**config.mk**
```make
export PLATFORM = sky130hd
export DESIGN_NAME = regfile_wb_arbiter_flat
export DESIGN_NICKNAME = d
export VERILOG_FILES = /design/src/rtl/regfile_wb_arbiter_if.sv /design/src/rtl/regfile_wb_arbiter.sv /design/src/flat_wrapper.sv
export SDC_FILE = /design/constraint.sdc
export NUM_CORES = 1
export LEC_CHECK = 0
export CORE_MARGIN = 1
export CORE_UTILIZATION = 47
export CTS_BUF_LIST = sky130_fd_sc_hd__clkbuf_16
export DETAILED_ROUTE_END_ITERATION = 6
export GPL_TIMING_DRIVEN = 0
export PLACE_DENSITY_LB_ADDON = 0.12
export SETUP_SLACK_MARGIN = 0.2
export SLEW_MARGIN = 20
export SYNTH_ARGS = -nofsm -noshare
export SYNTH_HDL_FRONTEND = slang
export SYNTH_SLANG_ARGS = --single-unit
```
**constraint.sdc**
```tcl
create_clock -name clock -period 3.96 [get_ports clock]
set_clock_uncertainty 0.2 [all_clocks]
set_input_delay 0.792 -clock clock [delete_from_list [all_inputs] [get_ports clock]]
set_output_delay 0.792 -clock clock [all_outputs]
set_load 0.005 [all_outputs]
```
**src/rtl/regfile_wb_arbiter_if.sv**
```systemverilog
// -----------------------------------------------------------------------------
// regfile_wb_arbiter_if
// Bundle of the writeback requester handshakes, the issue-stage hazard query
// and the registered register-file write port served by regfile_wb_arbiter.
//
//   alu_valid/alu_ready/alu_rd/alu_data  ALU writeback request
//   mem_valid/mem_ready/mem_rd/mem_data  load writeback request
//   issue_valid/issue_has_rd/issue_rd/issue_rs1/issue_rs2/issue_stall
//                                        issue-stage scoreboard query
//   regwrite/write_reg/write_data        register-file write port
//
// Modports:
//   master - requesters, issue stage and register file (drive requests/query)
//   slave  - the arbiter (grants, stalls, drives the write port)
// -----------------------------------------------------------------------------
interface regfile_wb_arbiter_if #(
   parameter int DATA_W = 32,
   parameter int ADDR_W = 5
);
   logic              alu_valid;
   logic              alu_ready;
   logic [ADDR_W-1:0] alu_rd;
   logic [DATA_W-1:0] alu_data;

   logic              mem_valid;
   logic              mem_ready;
   logic [ADDR_W-1:0] mem_rd;
   logic [DATA_W-1:0] mem_data;

   logic              issue_valid;
   logic              issue_has_rd;
   logic [ADDR_W-1:0] issue_rd;
   logic [ADDR_W-1:0] issue_rs1;
   logic [ADDR_W-1:0] issue_rs2;
   logic              issue_stall;

   logic              regwrite;
   logic [ADDR_W-1:0] write_reg;
   logic [DATA_W-1:0] write_data;

   modport master (
      output alu_valid, alu_rd, alu_data,
      output mem_valid, mem_rd, mem_data,
      output issue_valid, issue_has_rd, issue_rd, issue_rs1, issue_rs2,
      input  alu_ready, mem_ready, issue_stall,
      input  regwrite, write_reg, write_data
   );

   modport slave (
      input  alu_valid, alu_rd, alu_data,
      input  mem_valid, mem_rd, mem_data,
      input  issue_valid, issue_has_rd, issue_rd, issue_rs1, issue_rs2,
      output alu_ready, mem_ready, issue_stall,
      output regwrite, write_reg, write_data
   );
endinterface

```
**src/rtl/regfile_wb_arbiter.sv**
```systemverilog
// -----------------------------------------------------------------------------
// regfile_wb_arbiter
// Round-robin arbiter for the single write port of the register file, shared
// by the ALU and load writeback paths, plus a per-register busy scoreboard the
// issue stage uses to stall on RAW/WAW hazards.
//
// Ports:
//   clock           single clock, posedge
//   reset           synchronous, active-high
//   bus             regfile_wb_arbiter_if.slave (requests, issue query,
//                   registered regwrite/write_reg/write_data)
//   conflict_count  saturating count of cycles with both requesters valid;
//                   present only when CONFLICT_CNT_EN is defined
//
// Optional build macro: CONFLICT_CNT_EN
// -----------------------------------------------------------------------------
module regfile_wb_arbiter #(
   parameter int DATA_W = 32,
   parameter int ADDR_W = 5,
   parameter int CNT_W  = 16
) (
   input  logic                    clock,
   input  logic                    reset,
   regfile_wb_arbiter_if.slave     bus
`ifdef CONFLICT_CNT_EN
   ,
   output logic [CNT_W-1:0]        conflict_count
`endif
);

   localparam int NREG = 2 ** ADDR_W;

   // Whose turn it is when both requesters collide.
   typedef enum logic {
      PTR_ALU = 1'b0,
      PTR_MEM = 1'b1
   } ptr_t;

   ptr_t              ptr_r;
   ptr_t              ptr_next_s;
   logic              alu_grant_s;
   logic              mem_grant_s;
   logic              both_valid_s;

   logic              regwrite_r;
   logic [ADDR_W-1:0] write_reg_r;
   logic [DATA_W-1:0] write_data_r;

   logic [NREG-1:0]   busy_r;
   logic [NREG-1:0]   busy_next_s;
   logic              stall_s;
   logic              issue_fire_s;

   assign both_valid_s = bus.alu_valid & bus.mem_valid;

   // Round-robin pointer register.
   always_ff @(posedge clock) begin
      if (reset) begin
         ptr_r <= PTR_ALU;
      end else begin
         ptr_r <= ptr_next_s;
      end
   end

   // Grant decode and pointer next state; the loser of a collision gets the next one.
   always_comb begin
      alu_grant_s = 1'b0;
      mem_grant_s = 1'b0;
      ptr_next_s  = ptr_r;
      if (reset) begin
         alu_grant_s = 1'b0;
         mem_grant_s = 1'b0;
      end else if (both_valid_s) begin
         case (ptr_r)
            PTR_ALU: begin
               alu_grant_s = 1'b1;
               ptr_next_s  = PTR_MEM;
            end
            PTR_MEM: begin
               mem_grant_s = 1'b1;
               ptr_next_s  = PTR_ALU;
            end
            default: begin
               alu_grant_s = 1'b1;
               ptr_next_s  = PTR_MEM;
            end
         endcase
      end else if (bus.alu_valid) begin
         alu_grant_s = 1'b1;
      end else if (bus.mem_valid) begin
         mem_grant_s = 1'b1;
      end else begin
         alu_grant_s = 1'b0;
         mem_grant_s = 1'b0;
      end
   end

   assign bus.alu_ready = alu_grant_s;
   assign bus.mem_ready = mem_grant_s;

   // Write stage: capture the granted request; x0 completes the handshake without writing.
   always_ff @(posedge clock) begin
      if (reset) begin
         regwrite_r   <= 1'b0;
         write_reg_r  <= {ADDR_W{1'b0}};
         write_data_r <= {DATA_W{1'b0}};
      end else if (alu_grant_s) begin
         regwrite_r   <= (bus.alu_rd != {ADDR_W{1'b0}});
         write_reg_r  <= bus.alu_rd;
         write_data_r <= bus.alu_data;
      end else if (mem_grant_s) begin
         regwrite_r   <= (bus.mem_rd != {ADDR_W{1'b0}});
         write_reg_r  <= bus.mem_rd;
         write_data_r <= bus.mem_data;
      end else begin
         regwrite_r   <= 1'b0;
      end
   end

   assign bus.regwrite   = regwrite_r;
   assign bus.write_reg  = write_reg_r;
   assign bus.write_data = write_data_r;

   // Hazard detect; no bypass, so a write landing at the coming edge still stalls.
   always_comb begin
      stall_s = 1'b0;
      if (reset) begin
         stall_s = 1'b1;
      end else if (bus.issue_valid) begin
         stall_s = ((bus.issue_rs1 != {ADDR_W{1'b0}}) && busy_r[bus.issue_rs1]) ||
                   ((bus.issue_rs2 != {ADDR_W{1'b0}}) && busy_r[bus.issue_rs2]) ||
                   (bus.issue_has_rd && (bus.issue_rd != {ADDR_W{1'b0}}) &&
                    busy_r[bus.issue_rd]);
      end else begin
         stall_s = 1'b0;
      end
   end

   assign bus.issue_stall = stall_s;
   assign issue_fire_s    = bus.issue_valid & ~stall_s & bus.issue_has_rd &
                            (bus.issue_rd != {ADDR_W{1'b0}});

   // Scoreboard next state: clear the landing write first so a new producer's set wins.
   always_comb begin
      busy_next_s = busy_r;
      if (regwrite_r) begin
         busy_next_s[write_reg_r] = 1'b0;
      end else begin
         busy_next_s = busy_r;
      end
      if (issue_fire_s) begin
         busy_next_s[bus.issue_rd] = 1'b1;
      end else begin
         busy_next_s[0] = 1'b0;
      end
      busy_next_s[0] = 1'b0;
   end

   // Scoreboard register.
   always_ff @(posedge clock) begin
      if (reset) begin
         busy_r <= {NREG{1'b0}};
      end else begin
         busy_r <= busy_next_s;
      end
   end

`ifdef CONFLICT_CNT_EN
   logic [CNT_W-1:0] conflict_cnt_r;

   // Saturating count of collision cycles.
   always_ff @(posedge clock) begin
      if (reset) begin
         conflict_cnt_r <= {CNT_W{1'b0}};
      end else if (both_valid_s && (conflict_cnt_r != {CNT_W{1'b1}})) begin
         conflict_cnt_r <= conflict_cnt_r + {{(CNT_W-1){1'b0}}, 1'b1};
      end else begin
         conflict_cnt_r <= conflict_cnt_r;
      end
   end

   assign conflict_count = conflict_cnt_r;
`endif

endmodule

```
**src/flat_wrapper.sv**
```systemverilog
// flat-port wrapper written by rule: the top's interface ports become plain ports
module regfile_wb_arbiter_flat 
#(
   parameter int DATA_W = 32,
   parameter int ADDR_W = 5,
   parameter int CNT_W  = 16
)
  (clock, reset, bus_alu_valid, bus_alu_rd, bus_alu_data, bus_mem_valid, bus_mem_rd, bus_mem_data, bus_issue_valid, bus_issue_has_rd, bus_issue_rd, bus_issue_rs1, bus_issue_rs2, bus_alu_ready, bus_mem_ready, bus_issue_stall, bus_regwrite, bus_write_reg, bus_write_data);
  regfile_wb_arbiter_if #(.DATA_W(DATA_W), .ADDR_W(ADDR_W)) bus_i ();
  input  logic clock;
  input  logic reset;
  input wire logic [$bits(bus_i.alu_valid)-1:0] bus_alu_valid;
  input wire logic [$bits(bus_i.alu_rd)-1:0] bus_alu_rd;
  input wire logic [$bits(bus_i.alu_data)-1:0] bus_alu_data;
  input wire logic [$bits(bus_i.mem_valid)-1:0] bus_mem_valid;
  input wire logic [$bits(bus_i.mem_rd)-1:0] bus_mem_rd;
  input wire logic [$bits(bus_i.mem_data)-1:0] bus_mem_data;
  input wire logic [$bits(bus_i.issue_valid)-1:0] bus_issue_valid;
  input wire logic [$bits(bus_i.issue_has_rd)-1:0] bus_issue_has_rd;
  input wire logic [$bits(bus_i.issue_rd)-1:0] bus_issue_rd;
  input wire logic [$bits(bus_i.issue_rs1)-1:0] bus_issue_rs1;
  input wire logic [$bits(bus_i.issue_rs2)-1:0] bus_issue_rs2;
  output wire logic [$bits(bus_i.alu_ready)-1:0] bus_alu_ready;
  output wire logic [$bits(bus_i.mem_ready)-1:0] bus_mem_ready;
  output wire logic [$bits(bus_i.issue_stall)-1:0] bus_issue_stall;
  output wire logic [$bits(bus_i.regwrite)-1:0] bus_regwrite;
  output wire logic [$bits(bus_i.write_reg)-1:0] bus_write_reg;
  output wire logic [$bits(bus_i.write_data)-1:0] bus_write_data;
  assign bus_i.alu_valid = bus_alu_valid;
  assign bus_i.alu_rd = bus_alu_rd;
  assign bus_i.alu_data = bus_alu_data;
  assign bus_i.mem_valid = bus_mem_valid;
  assign bus_i.mem_rd = bus_mem_rd;
  assign bus_i.mem_data = bus_mem_data;
  assign bus_i.issue_valid = bus_issue_valid;
  assign bus_i.issue_has_rd = bus_issue_has_rd;
  assign bus_i.issue_rd = bus_issue_rd;
  assign bus_i.issue_rs1 = bus_issue_rs1;
  assign bus_i.issue_rs2 = bus_issue_rs2;
  assign bus_alu_ready = bus_i.alu_ready;
  assign bus_mem_ready = bus_i.mem_ready;
  assign bus_issue_stall = bus_i.issue_stall;
  assign bus_regwrite = bus_i.regwrite;
  assign bus_write_reg = bus_i.write_reg;
  assign bus_write_data = bus_i.write_data;
  regfile_wb_arbiter #(.DATA_W(DATA_W), .ADDR_W(ADDR_W), .CNT_W(CNT_W)) u_core (.clock(clock), .reset(reset), .bus(bus_i));
endmodule
```
==> impl_metrics.tcl <==
set metrics [dict create \
    outcome "complete, but fails checks" \
    violations "DRC" \
    drt_iter0_drc 398 \
    synth_seq_area_share_pct 32.6 \
    fin_cells 757 \
    r2r_cells 8 \
    holdCritStartpoint "u_core.busy_r[7]$_SDFF_PP0_" \
    relSlewSlack_pct 60.1 \
    wirelength_mm 13.8 \
    area_growth_pct 43.1 \
    antenna_found_initial 0 \
    die-area_sq_mm 0.00954 \
    fill_cells 718 \
    multiInputGateArea_sq_mm 0.00269 \
    dp_hpwl_mm 10.3 \
    critical_path.top_delay_family "compound AO/OA/AOI/OAI gates" \
    timing.rr.end "u_core.busy_r[3]$_SDFF_PP0_" \
    cts_tree "yes" \
    drv_cap 0 \
    die_w_microns 97.7 \
    h-tree-depth 3 \
    path_class "in2out" \
    path_cells "dlygate4sd2_1, buf_6, mux2i_1, nor3_1, o41ai_1, o2111a_1, nor2_1, a211o_1, clkdlybuf4s15_1" \
    die_y_microns 97.7 \
    cts_sinks 70 \
    clk_latency_ns 0.33 \
    grt_pass1_vias 4421 \
    placed_cell_area_sq_mm 0.00574 \
    seqCellArea_sq_mm 0.00140 \
    ff2ff_setup_slack_ns 1.46 \
    initial_core_util_pct 48.9 \
    post-route-min-period_ns 3.69 \
    startpoint "bus_issue_rd[0]" \
    worst_pin_slew_ns 0.596 \
    syn_area_sq_mm 0.00430 \
    wire_per_inst_microns 18.3 \
    nNetsFinal 740 \
    cts.path.max_buffers 2 \
    cp.arrival_ns 2.70 \
    cp-end-kind "output port" \
    rr_startpoint "u_core.busy_r[22]$_SDFF_PP0_" \
    drc_errors 8 \
    numCtsBuffers 9 \
    synthCells 497 \
    grt_pass1_wl_mm 21.9 \
    synth-main-ff-cell "dfxtp_1" \
    synth_seq_cells 70 \
    grt_max_degree 13 \
    hold_viol 0 \
    irDropWorstVdd_mv 0.212 \
    setup_viol 0 \
    power_leakage_nw 2.20 \
    startpoint_type "primary input" \
    rows 34 \
    ant_nets 0 \
    dp.cells 735 \
    clockRootBuffer "clkbuf_16" \
    hold_class "reg2reg" \
    clk_pin_slew_ns 0.06 \
    synthDistinctLibCells 54 \
    post-route-period-util_pct 93.2 \
    worst-path-stages 9 \
    n_antenna_cell 0 \
    cp.required_ns 2.97 \
    largest_reg_flops 32 \
    cp_max_fo 10 \
    synth_nets 592 \
    grt_usage_pct 29.0 \
    vias 4495 \
    powerDensity_mw_per_mm2 308 \
    final_area_sq_mm 0.00616 \
    critPathSlowestCell "o41ai_1" \
    holdPathStages 2 \
    drive_gt1_share_pct 11.2 \
    cp_num_buf_inv 3 \
    coreArea_sq_mm 0.00881 \
    avgSynthCellArea_sq_um 8.66 \
    io_pins 136 \
    ys_async_sr_fraction_pct 0 \
    fmax_ghz 0.271 \
    gp_congestion 0.952 \
    port_buffers 130 \
    critPathMaxStageDelay_ns 0.39 \
    drt-pass1-iter-count 7 \
    grt_overflow_total 0 \
    slew_viol_final 0 \
    vias_per_cell 5.94 \
    ys_warn_count 0 \
    rsz0062_at_grt "false" \
    fin_tns_setup_ns 0 \
    synth_edf_count 0 \
    crit_end "bus_issue_stall" \
    ctsHoldBuffers 0 \
    finalPower_mw 1.90 \
]
-- routing by layer --
layer,up-vias,GRT usage [%],share of wire (%)
met3,23,5.18,8.3
met5,-,0,0
met2,220,48.1,47
met4,0,10.4,1.9
li1,2140,-,-
met1,2112,37.6,42
-- metrics by stage --
| stage | hold slack, ns | utilization [%] | setup WS [ns] |
|---|---|---|---|
| after global routing | 0.350 | 69.9 | 0.178 |
| final | 0.317 | 69.9 | 0.271 |
| after CTS | 0.315 | 69.1 | 0.156 |
| after floorplan | 0.270 | - | 0.570 |
| after detailed placement | 0.306 | 65.2 | -0.649 |
| after global placement | 0.302 | 65.2 | -0.590 |
-- cells by family (layout without fill, tap and decap cells) --
family / count (synthesis) / count (layout) / synth area share, %
compound gates: 112 / 112 / 16.4
xor+xnor: 1 / 1 / 0.204
buf+inv: 45 / 197 / 5.78
flops: 70 / 70 / 32.6
mux: 69 / 69 / 19.7
simple gates: 200 / 200 / 25.3
-- where the power goes --
group	switching [mW]	internal, mW
clock network	0.310	0.418
registers	0.0229	0.740
logic	0.177	0.229
-- placed cells by master, fill, tap and decap left out, drive strengths merged, types with 2 or more instances in the layout --
| master | netlist | routed |
|---|---|---|
| a211oi | 32 | 32 |
| a21oi | 10 | 10 |
| a22oi | 6 | 6 |
| and2 | 2 | 2 |
| and2b | 5 | 5 |
| and3 | 2 | 2 |
| buf | 18 | 26 |
| clkbuf | 26 | 35 |
| clkdlybuf4s50 | 0 | 121 |
| clkinv | 0 | 2 |
| clkinvlp | 0 | 3 |
| dfxtp | 70 | 70 |
| dlygate4sd2 | 0 | 3 |
| dlymetal6s2s | 0 | 4 |
| inv | 1 | 2 |
| mux2 | 4 | 4 |
| mux2i | 54 | 54 |
| mux4 | 11 | 11 |
| nand2 | 32 | 32 |
| nand2b | 7 | 7 |
| nand3 | 36 | 36 |
| nand3b | 20 | 20 |
| nor2 | 44 | 44 |
| nor2b | 15 | 15 |
| nor3 | 12 | 12 |
| nor3b | 10 | 10 |
| nor4 | 4 | 4 |
| o21ai | 50 | 50 |
| o22ai | 3 | 3 |
| o41ai | 2 | 2 |
| or2 | 3 | 3 |
| or4 | 3 | 3 |
-- worst min-delay path by stage --
stage	endpoint	slack, ns
after floorplan	u_core.busy_r[11]$_SDFF_PP0_	0.27
after global placement	u_core.busy_r[11]$_SDFF_PP0_	0.30
after detailed placement	u_core.busy_r[19]$_SDFF_PP0_	0.31
after CTS	u_core.busy_r[11]$_SDFF_PP0_	0.32
after global routing	u_core.busy_r[19]$_SDFF_PP0_	0.35
final	u_core.busy_r[7]$_SDFF_PP0_	0.32
-- tightest hold or removal path: stages, from the launching register on --
cell	delay (ns)
dfxtp_1	0.33
nand3b_1	0.09
o21ai_1	0.05
-- final cells by class --
cell class	count	area share, %
Clock buffer	9	3.66
Sequential cell	70	22.8
Timing Repair Buffer	137	22.0
Clock inverter	6	0.630
Multi-Input combinational cell	382	43.7
Tap cell	108	2.19
Buffer	44	4.96
Inverter	1	0.0610
-- cells in the mapped netlist (all sizes together) (2+ instances only) --
master | n | area [sq um]
a211oi | 32 | 240
or4 | 3 | 22.5
mux2i | 54 | 541
mux2 | 4 | 45.0
nand2b | 7 | 43.8
o22ai | 3 | 18.8
and2 | 2 | 13.8
or2 | 3 | 18.8
nor2b | 15 | 93.8
a21oi | 10 | 50.1
nor3 | 12 | 65.1
and3 | 2 | 13.8
nand2 | 32 | 120
and2b | 5 | 43.8
o21ai | 50 | 250
a22oi | 6 | 45.0
nor4 | 4 | 40.0
nor2 | 44 | 165
clkbuf | 26 | 119
mux4 | 11 | 263
o41ai | 2 | 17.5
dfxtp | 70 | 1400
nand3b | 20 | 150
nand3 | 36 | 180
nor3b | 10 | 75.1
buf | 18 | 126
-- what timing repair did --
item | CTS | global route
pin swaps | 3 | 3
hold endpoints to repair | 0 | 0
resized for setup | 24 | 19
setup endpoints to repair | 2 | 3
setup buffers | 4 | 3
No activity file was read; power rests on OpenSTA's default activity.
